--- src/rtl/d_latch_bank_if.sv ---
// Bus bundle for d_latch_bank: producer data/gates in, latched data and close pulses out.
// The valid/cap_cnt status signals exist only when DLATCH_STATUS_EN is defined.
interface d_latch_bank_if #(
  parameter int LANES  = 4,
  parameter int LANE_W = 8
);
  logic [LANES*LANE_W-1:0] d;
  logic [LANES-1:0]        c;
  logic [LANES*LANE_W-1:0] q;
  logic [LANES*LANE_W-1:0] q_n;
  logic [LANES-1:0]        closed;
`ifdef DLATCH_STATUS_EN
  logic [LANES-1:0]        valid;
  logic [15:0]             cap_cnt;

  modport master (output d, c, input q, q_n, closed, valid, cap_cnt);
  modport slave  (input d, c, output q, q_n, closed, valid, cap_cnt);
`else
  modport master (output d, c, input q, q_n, closed);
  modport slave  (input d, c, output q, q_n, closed);
`endif
endinterface

--- src/rtl/d_latch_bank.sv ---
// Synchronous stand-in for a bank of gated D latches: transparent while c[k]=1, holds otherwise.
// Optional status outputs (valid, cap_cnt) are built only when DLATCH_STATUS_EN is defined.
module d_latch_bank #(
  parameter int                      LANES   = 4,
  parameter int                      LANE_W  = 8,
  parameter logic [LANES*LANE_W-1:0] RST_VAL = '0
) (
  input logic           clk,
  input logic           rst,
  d_latch_bank_if.slave bus
);
  localparam int W = LANES * LANE_W;

  logic [W-1:0]     hold;
  logic [LANES-1:0] c_q;
  logic [LANES-1:0] closed_r;
  logic [W-1:0]     q_int;

  always_ff @(posedge clk) begin
    if (rst) begin
      hold     <= RST_VAL;
      c_q      <= '0;
      closed_r <= '0;
    end else begin
      for (int k = 0; k < LANES; k++) begin
        if (bus.c[k]) hold[k*LANE_W +: LANE_W] <= bus.d[k*LANE_W +: LANE_W];
      end
      c_q      <= bus.c;
      closed_r <= c_q & ~bus.c;
    end
  end

  // Open lanes pass d straight through so there is no latency while transparent.
  always_comb begin
    q_int = hold;
    if (rst) begin
      q_int = RST_VAL;
    end else begin
      for (int k = 0; k < LANES; k++) begin
        if (bus.c[k]) q_int[k*LANE_W +: LANE_W] = bus.d[k*LANE_W +: LANE_W];
      end
    end
  end

  assign bus.q      = q_int;
  assign bus.q_n    = ~q_int;
  assign bus.closed = closed_r;

`ifdef DLATCH_STATUS_EN
  logic [LANES-1:0] valid_r;
  logic [15:0]      cap_cnt_r;
  logic [15:0]      pop;
  logic [16:0]      cnt_sum;

  always_comb begin
    pop = '0;
    for (int k = 0; k < LANES; k++) pop = pop + 16'(bus.c[k]);
    cnt_sum = {1'b0, cap_cnt_r} + {1'b0, pop};
  end

  // Carry out of the 16-bit sum means the counter would wrap; pin it at all-ones instead.
  always_ff @(posedge clk) begin
    if (rst) begin
      valid_r   <= '0;
      cap_cnt_r <= '0;
    end else begin
      valid_r   <= valid_r | bus.c;
      cap_cnt_r <= cnt_sum[16] ? 16'hFFFF : cnt_sum[15:0];
    end
  end

  assign bus.valid   = valid_r;
  assign bus.cap_cnt = cap_cnt_r;
`endif
endmodule

--- src/flat_wrapper.sv ---
// flat-port wrapper written by rule: the top's interface ports become plain ports
module d_latch_bank_flat 
#(
  parameter int                      LANES   = 4,
  parameter int                      LANE_W  = 8,
  parameter logic [LANES*LANE_W-1:0] RST_VAL = '0
)
  (clk, rst, bus_d, bus_c, bus_q, bus_q_n, bus_closed);
  d_latch_bank_if #(.LANES(LANES), .LANE_W(LANE_W)) bus_i ();
  input logic clk;
  input logic rst;
  input wire logic [$bits(bus_i.d)-1:0] bus_d;
  input wire logic [$bits(bus_i.c)-1:0] bus_c;
  output wire logic [$bits(bus_i.q)-1:0] bus_q;
  output wire logic [$bits(bus_i.q_n)-1:0] bus_q_n;
  output wire logic [$bits(bus_i.closed)-1:0] bus_closed;
  assign bus_i.d = bus_d;
  assign bus_i.c = bus_c;
  assign bus_q = bus_i.q;
  assign bus_q_n = bus_i.q_n;
  assign bus_closed = bus_i.closed;
  d_latch_bank #(.LANES(LANES), .LANE_W(LANE_W), .RST_VAL(RST_VAL)) u_core (.clk(clk), .rst(rst), .bus(bus_i));
endmodule
--- config.mk ---
export PLATFORM = sky130hd
export DESIGN_NAME = d_latch_bank_flat
export DESIGN_NICKNAME = d
export VERILOG_FILES = /design/src/rtl/d_latch_bank_if.sv /design/src/rtl/d_latch_bank.sv /design/src/flat_wrapper.sv
export SDC_FILE = /design/constraint.sdc
export NUM_CORES = 1
export LEC_CHECK = 0
export CAP_MARGIN = 0
export CORE_UTILIZATION = 32
export DETAILED_ROUTE_END_ITERATION = 6
export PLACE_DENSITY = 0.75
export SYNTH_ARGS = -nofsm -noshare
export SYNTH_HDL_FRONTEND = slang
export SYNTH_SLANG_ARGS = --single-unit
--- constraint.sdc ---
create_clock -name clk -period 0.8 [get_ports clk]
set_clock_uncertainty 0.1 [all_clocks]
set_input_delay 0.08 -clock clk [delete_from_list [all_inputs] [get_ports clk]]
set_output_delay 0.08 -clock clk [all_outputs]
set_load 0.005 [all_outputs]
==> out/results.ini <==
[outcome]
status = finished with violations
violations = setup timing

[sta]
slew_violations = 0
max-slew-margin-rel = 0.874
rsz0062_at_grt = true
setup_viol = 84
fmax_ghz = 0.821
timing.final.crit_share = 1.52
setup_tns_ns = -23.16
finalHoldViolations = 0
worst_pin_slew_ns = 0.183
setup_ws_ns = -0.418
fin_crit_ns = 1.22

[setup_path]
r2r_setup_slack_ns = -0.11
r2r_cells = 3
required_ns = 0.62
timing.rr.end = u_core.hold[25]$_DFF_P_
crit_path_max_incr_delay_ns = 0.32
cp_cell_sequence = mux2i_1 > buf_4 > nor2_2 > buf_2
r2r-start = u_core.hold[25]$_DFF_P_
cp_top_family = flip-flops
start_kind = flop
arrival_ns = 1.04
critical_path.max_fanout = 2
cp_slowest_cell = dfxtp_2
critPathBufInv = 2
crit_type = flop to output port
worst_setup_path_end_kind = output port

[clock_tree]
path_clk_slew_ns = 0.07
worstSkewPairLatency_ns = 0.28
cts_hold_buf = 0
cts_buffers = 5
cts_tree = done
clock-sinks = 40
cts_max_path_buffers = 2
htreeDepth = 2
cts-root-buf = clkbuf_8

[logic_synthesis]
postSynthAreaPerCell_um2 = 10.2
synth-seq-cells = 40
syn_inst = 156
ys_types = 8
yosysWarnings = 0
syn_area_um2 = 1590
synth_nets = 194
yosysSeqAreaShare = 0.504

[global_route]
grt_overflow = 0
antenna_found_initial = 0
grt_pass1_wl_um = 6320
grt_pass1_vias = 1441
grt_usage = 0.157
grt_max_degree = 37

[placement]
place_area_um2 = 2780
io_buffers = 105
gp_congestion = 0.730
place_hpwl_um = 2790

[route]
wl_per_cell_um = 11.1
via_per_inst = 4.20
drtAntennaViolNets = 0
firstDrtPassIters = 4
post-route-drc-count = 0
num_vias = 1482
totalWireLength_um = 3920
dr.first_iter.drc_count = 43

[worst_hold_path]
hold_depth = 3
min_to = u_core.hold[10]$_DFF_P_
hold_class = input port to flop
hp-start = rst

[final_layout]
layout_common_cells = buf_2 (71), or2_1 (32), clkdlybuf4s50_1 (32)
drive_above_1_share = 0.462
syn2layout_area_growth_pct = 73.6
fin_nets = 323
final_common_cell = buf_2
antennaDiodeCount = 0
postLayoutCellArea_um2 = 2760

[floorplan]
start_util = 0.334
die_h_um = 72.4
pin_count = 106
die_area_um2 = 5250
rows = 25
die_w_um = 72.4
core-area_um2 = 4750

[run]
max-cap-violations = 0

[power]
powerDensity_nw_per_um2 = 1600
leakage_nw = 1.30
peakVddDrop_mv = 0.733

[power breakdown]
part	total, mW	internal (mW)	switching (mW)	leakage, nW
registers	2.14	2.11	0.0287	0.337
logic	0.945	0.588	0.357	0.916
clock network	1.33	0.703	0.627	0.0455
total	4.42	3.40	1.01	1.30
[cells in the mapped netlist (all sizes together)]
cell type   n  area (um2)
buf        12        91.3
dfxtp      40         801
mux2i      32         320
nor2       32         120
nor2b       4        25.0
nor3b       4        30.0
or2        32         200
[through the flow]
stage / power (mW) / cells / hold slack, ns / util / setup WS (ns)
global route: 4.69 / 353 / 0.109 / 0.580 / -0.473
floorplan: 2.54 / 156 / 0.209 / - / 0.0188
detailed placement: 3.19 / 326 / 0.349 / 0.584 / -1.02
global placement: 3.18 / 326 / 0.344 / 0.584 / -1.00
CTS: 4.52 / 357 / 0.0967 / 0.585 / -0.428
finish: 4.42 / 353 / 0.105 / 0.580 / -0.418
[timing repair]
| item | CTS | global route |
|---|---|---|
| resized for setup | 295 | 18 |
| setup endpoints to repair | 100 | 89 |
| pin swaps | 57 | 53 |
| cloned | 2 | 0 |
| setup buffers | 37 | 8 |
[sequential cells by signal (all words and copies together), names as in the netlist]
signal	count
u_core.c_q	4
u_core.bus.closed	4
u_core.hold	32
[how the worst max path moves through the flow]
stage | from | to | depth (start not counted)
6_report | u_core.hold[10]$_DFF_P_ | bus_q[10] | 4
5_1_grt | u_core.hold[10]$_DFF_P_ | bus_q[10] | 4
4_1_cts | u_core.hold[10]$_DFF_P_ | bus_q[10] | 4
3_5_place_dp | bus_c[2] | bus_q_n[19] | 5
3_3_place_gp | bus_c[2] | bus_q_n[16] | 5
2_1_floorplan | rst | bus_q_n[0] | 3
[area by class of cell]
class	count	area, um2
Fill cell	450	2000
Timing Repair Buffer	134	1040
Sequential cell	40	825
Multi-Input combinational cell	104	721
Clock buffer	8	90.1
Tap cell	67	83.8
[layer usage]
layer,vias to the layer above,wire [um],track usage
met4,0,28,0.0458
met1,664,1660,0.168
met3,4,289,0.0611
met5,-,0,0
li1,756,-,-
met2,58,1940,0.283
[kinds of logic after synthesis]
family | Yosys count | share of synthesized area
buffers and inverters | 12 | 0.0575
and+or+nand+nor | 72 | 0.236
muxes | 32 | 0.202
DFF | 40 | 0.504
[worst register-to-register path, stage by stage (launching register included)]
cell,delay (ns)
dfxtp_2,0.32
mux2i_2,0.18
nor2_1,0.08
buf_4,0.13
Power figures use the tool's default switching activity.
==> edit (config.mk and constraints unchanged) <==
`c_q` no longer has a reset.
--- a/src/rtl/d_latch_bank.sv
+++ b/src/rtl/d_latch_bank.sv
@@ -19,15 +19,17 @@
   always_ff @(posedge clk) begin
     if (rst) begin
       hold     <= RST_VAL;
-      c_q      <= '0;
       closed_r <= '0;
     end else begin
       for (int k = 0; k < LANES; k++) begin
         if (bus.c[k]) hold[k*LANE_W +: LANE_W] <= bus.d[k*LANE_W +: LANE_W];
       end
-      c_q      <= bus.c;
       closed_r <= c_q & ~bus.c;
     end
+  end
+
+  always_ff @(posedge clk) begin
+    c_q <= bus.c;
   end
 
   // Open lanes pass d straight through so there is no latency while transparent.
Check against the original RTL: not equivalent (Yosys sat finds a counterexample within 4 cycles, from zero or initial values and one cycle with rst high).
==> edit against the original RTL <==
The flow still finishes with violations (negative setup slack); total power rose by 0.89%; sequential share of layout area rose by 0.35 points; sequential power barely moved; sequential cell count did not move; area after synthesis fell by 2.1%; die area fell by 2.1%; final area fell by 1.5%; worst setup slack got worse by 24 ps; combinational power barely moved; wire length rose by 1.5%; critical endpoint is now bus_q[11]; synthesized cell count fell by 3.2%.
==> edit: results (changes against the original RTL) <==
{| class="wikitable"
! Metric !! Value
|-
| Worst-case hold slack || 98.0 ps (-7.15 ps)
|-
| Gate family responsible for the most delay along the worst path || flip-flops
|-
| Via count of the first global-routing pass || 1490 (+3.4%)
|-
| Final TNS setup || -23710 ps (-550 ps)
|-
| Pleak || 0.00130 uW (-0.23%)
|-
| Sequential-to-total area share from yosys stat || 0.515 (+0.0110)
|-
| Initial DRC Count || 17 (-60%)
|-
| Critical Path Slowest Stage Cell || sky130_fd_sc_hd__dfxtp_2
|-
| Status || complete, but fails checks
|-
| Final weighted congestion in routability-driven placement || 0.700 (-4.1%)
|-
| Routed vias || 1440 (-2.8%)
|-
| Startpoint of the worst-slack reg-to-reg timing path || u_core.hold[10]
|-
| DP HPWL || 2800 um (+0.31%)
|-
| Start point of the critical path || u_core.hold[11]
|-
| Multiplexer fraction of the synthesized cell area || 0.206 (+0.00439)
|-
| Yosys cell types || 9 (+1)
|-
| Area contributors post-synth || sky130_fd_sc_hd__dfxtp_1 (52%), sky130_fd_sc_hd__mux2i_1 (21%), sky130_fd_sc_hd__or2_1 (13%)
|-
| Skew-Pair Late Insertion Delay || 290 ps
|-
| Most used standard cells in the synthesized netlist || sky130_fd_sc_hd__dfxtp_1 (40), sky130_fd_sc_hd__mux2i_1 (32), sky130_fd_sc_hd__nor2_1 (32), sky130_fd_sc_hd__or2_1 (32)
|-
| Gr usage total || 0.159 (+0.00236)
|-
| Stage delay of the slowest cell on the critical path || roughly 330 ps
|-
| Number of instances in the synthesized netlist || 151 (-3.2%)
|-
| Number of search-and-repair iterations in the first detailed-routing pass || 4 (unchanged)
|-
| Global-route wire length before repair || 6490 um (+2.6%)
|-
| XOR/XNOR Fraction of Synth Area || 0 (unchanged)
|-
| Final routed wirelength across all metal layers || 3970 um (+1.5%)
|-
| Worst Hold End || u_core.c_q[1]
|-
| Routed length per placed instance || 11.9 um (+6.9%)
|-
| Syn nets || 189 (-2.6%)
|-
| Hold path startpoint || bus_c[1]
|-
| Violations in the final reports || negative setup slack
|-
| RR Endpoint || u_core.hold[10]
|-
| Initial antenna violation count || 0 (unchanged)
|-
| FF-to-FF setup slack || -90 ps (+20 ps)
|-
| Slew Limit Headroom || 0.874 (about the same)
|-
| Net count, final || 320 (-0.93%)
|-
| Maximum number of pins on one net before global-route repair || 31 (-16%)
|-
| Placed Area || 2720 um2 (-2.2%)
|-
| Compound-Gate Fraction of Synth Area || 0 (unchanged)
|-
| Highest ir drop seen on vdd || 0.843 mV (+15%)
|-
| Pre-CTS setup slack || -1030 ps (-11.5 ps)
|-
| Placed cell count || 308 (-5.5%)
|-
| Timing endpoint of the critical path || bus_q[11]
|-
| Setup-violating endpoint count in the final report || 85 (+1.2%)
|-
| Ratio of cells with drive above 1 in the final layout || 0.473 (+0.0120)
|-
| Number of instances on the worst hold path || 2 (-1)
|-
| CTS Root Cell || sky130_fd_sc_hd__clkbuf_8
|-
| Setup slack after layout || -442 ps (-23.9 ps)
|-
| Total clock buffers created by CTS || 5 (unchanged)
|}
[edit: power breakdown]
group	internal (uW)	switching, uW
clock	688	676
combinational	585	361
sequential	2110	31.5
total	3390	1070
[edit: routing by layer]
layer  global-route usage  routed length, um
met3               0.0563                370
met5                    0                  0
met1                0.184               1760
met2                0.267               1810
met4               0.0654                 36
[edit: final cells by class]
type                       instances  area [um2]
fill                             404        1790
multi-input combinational        100         707
clock inverter                     2        10.0
tap                               52        65.1
timing repair buffer             135        1030
clock buffer                       6        82.6
sequential                        40         822
[edit: cell families after synthesis]
logic type / after synthesis
buf+inv: 11
flops: 40
mux: 32
simple gates: 68
[edit: what timing repair did]
item	in CTS	in global routing
cloned	2	0
pin swaps	50	44
buffers inserted	44	11
endpoints found under the setup margin	100	88
resized for setup	296	17
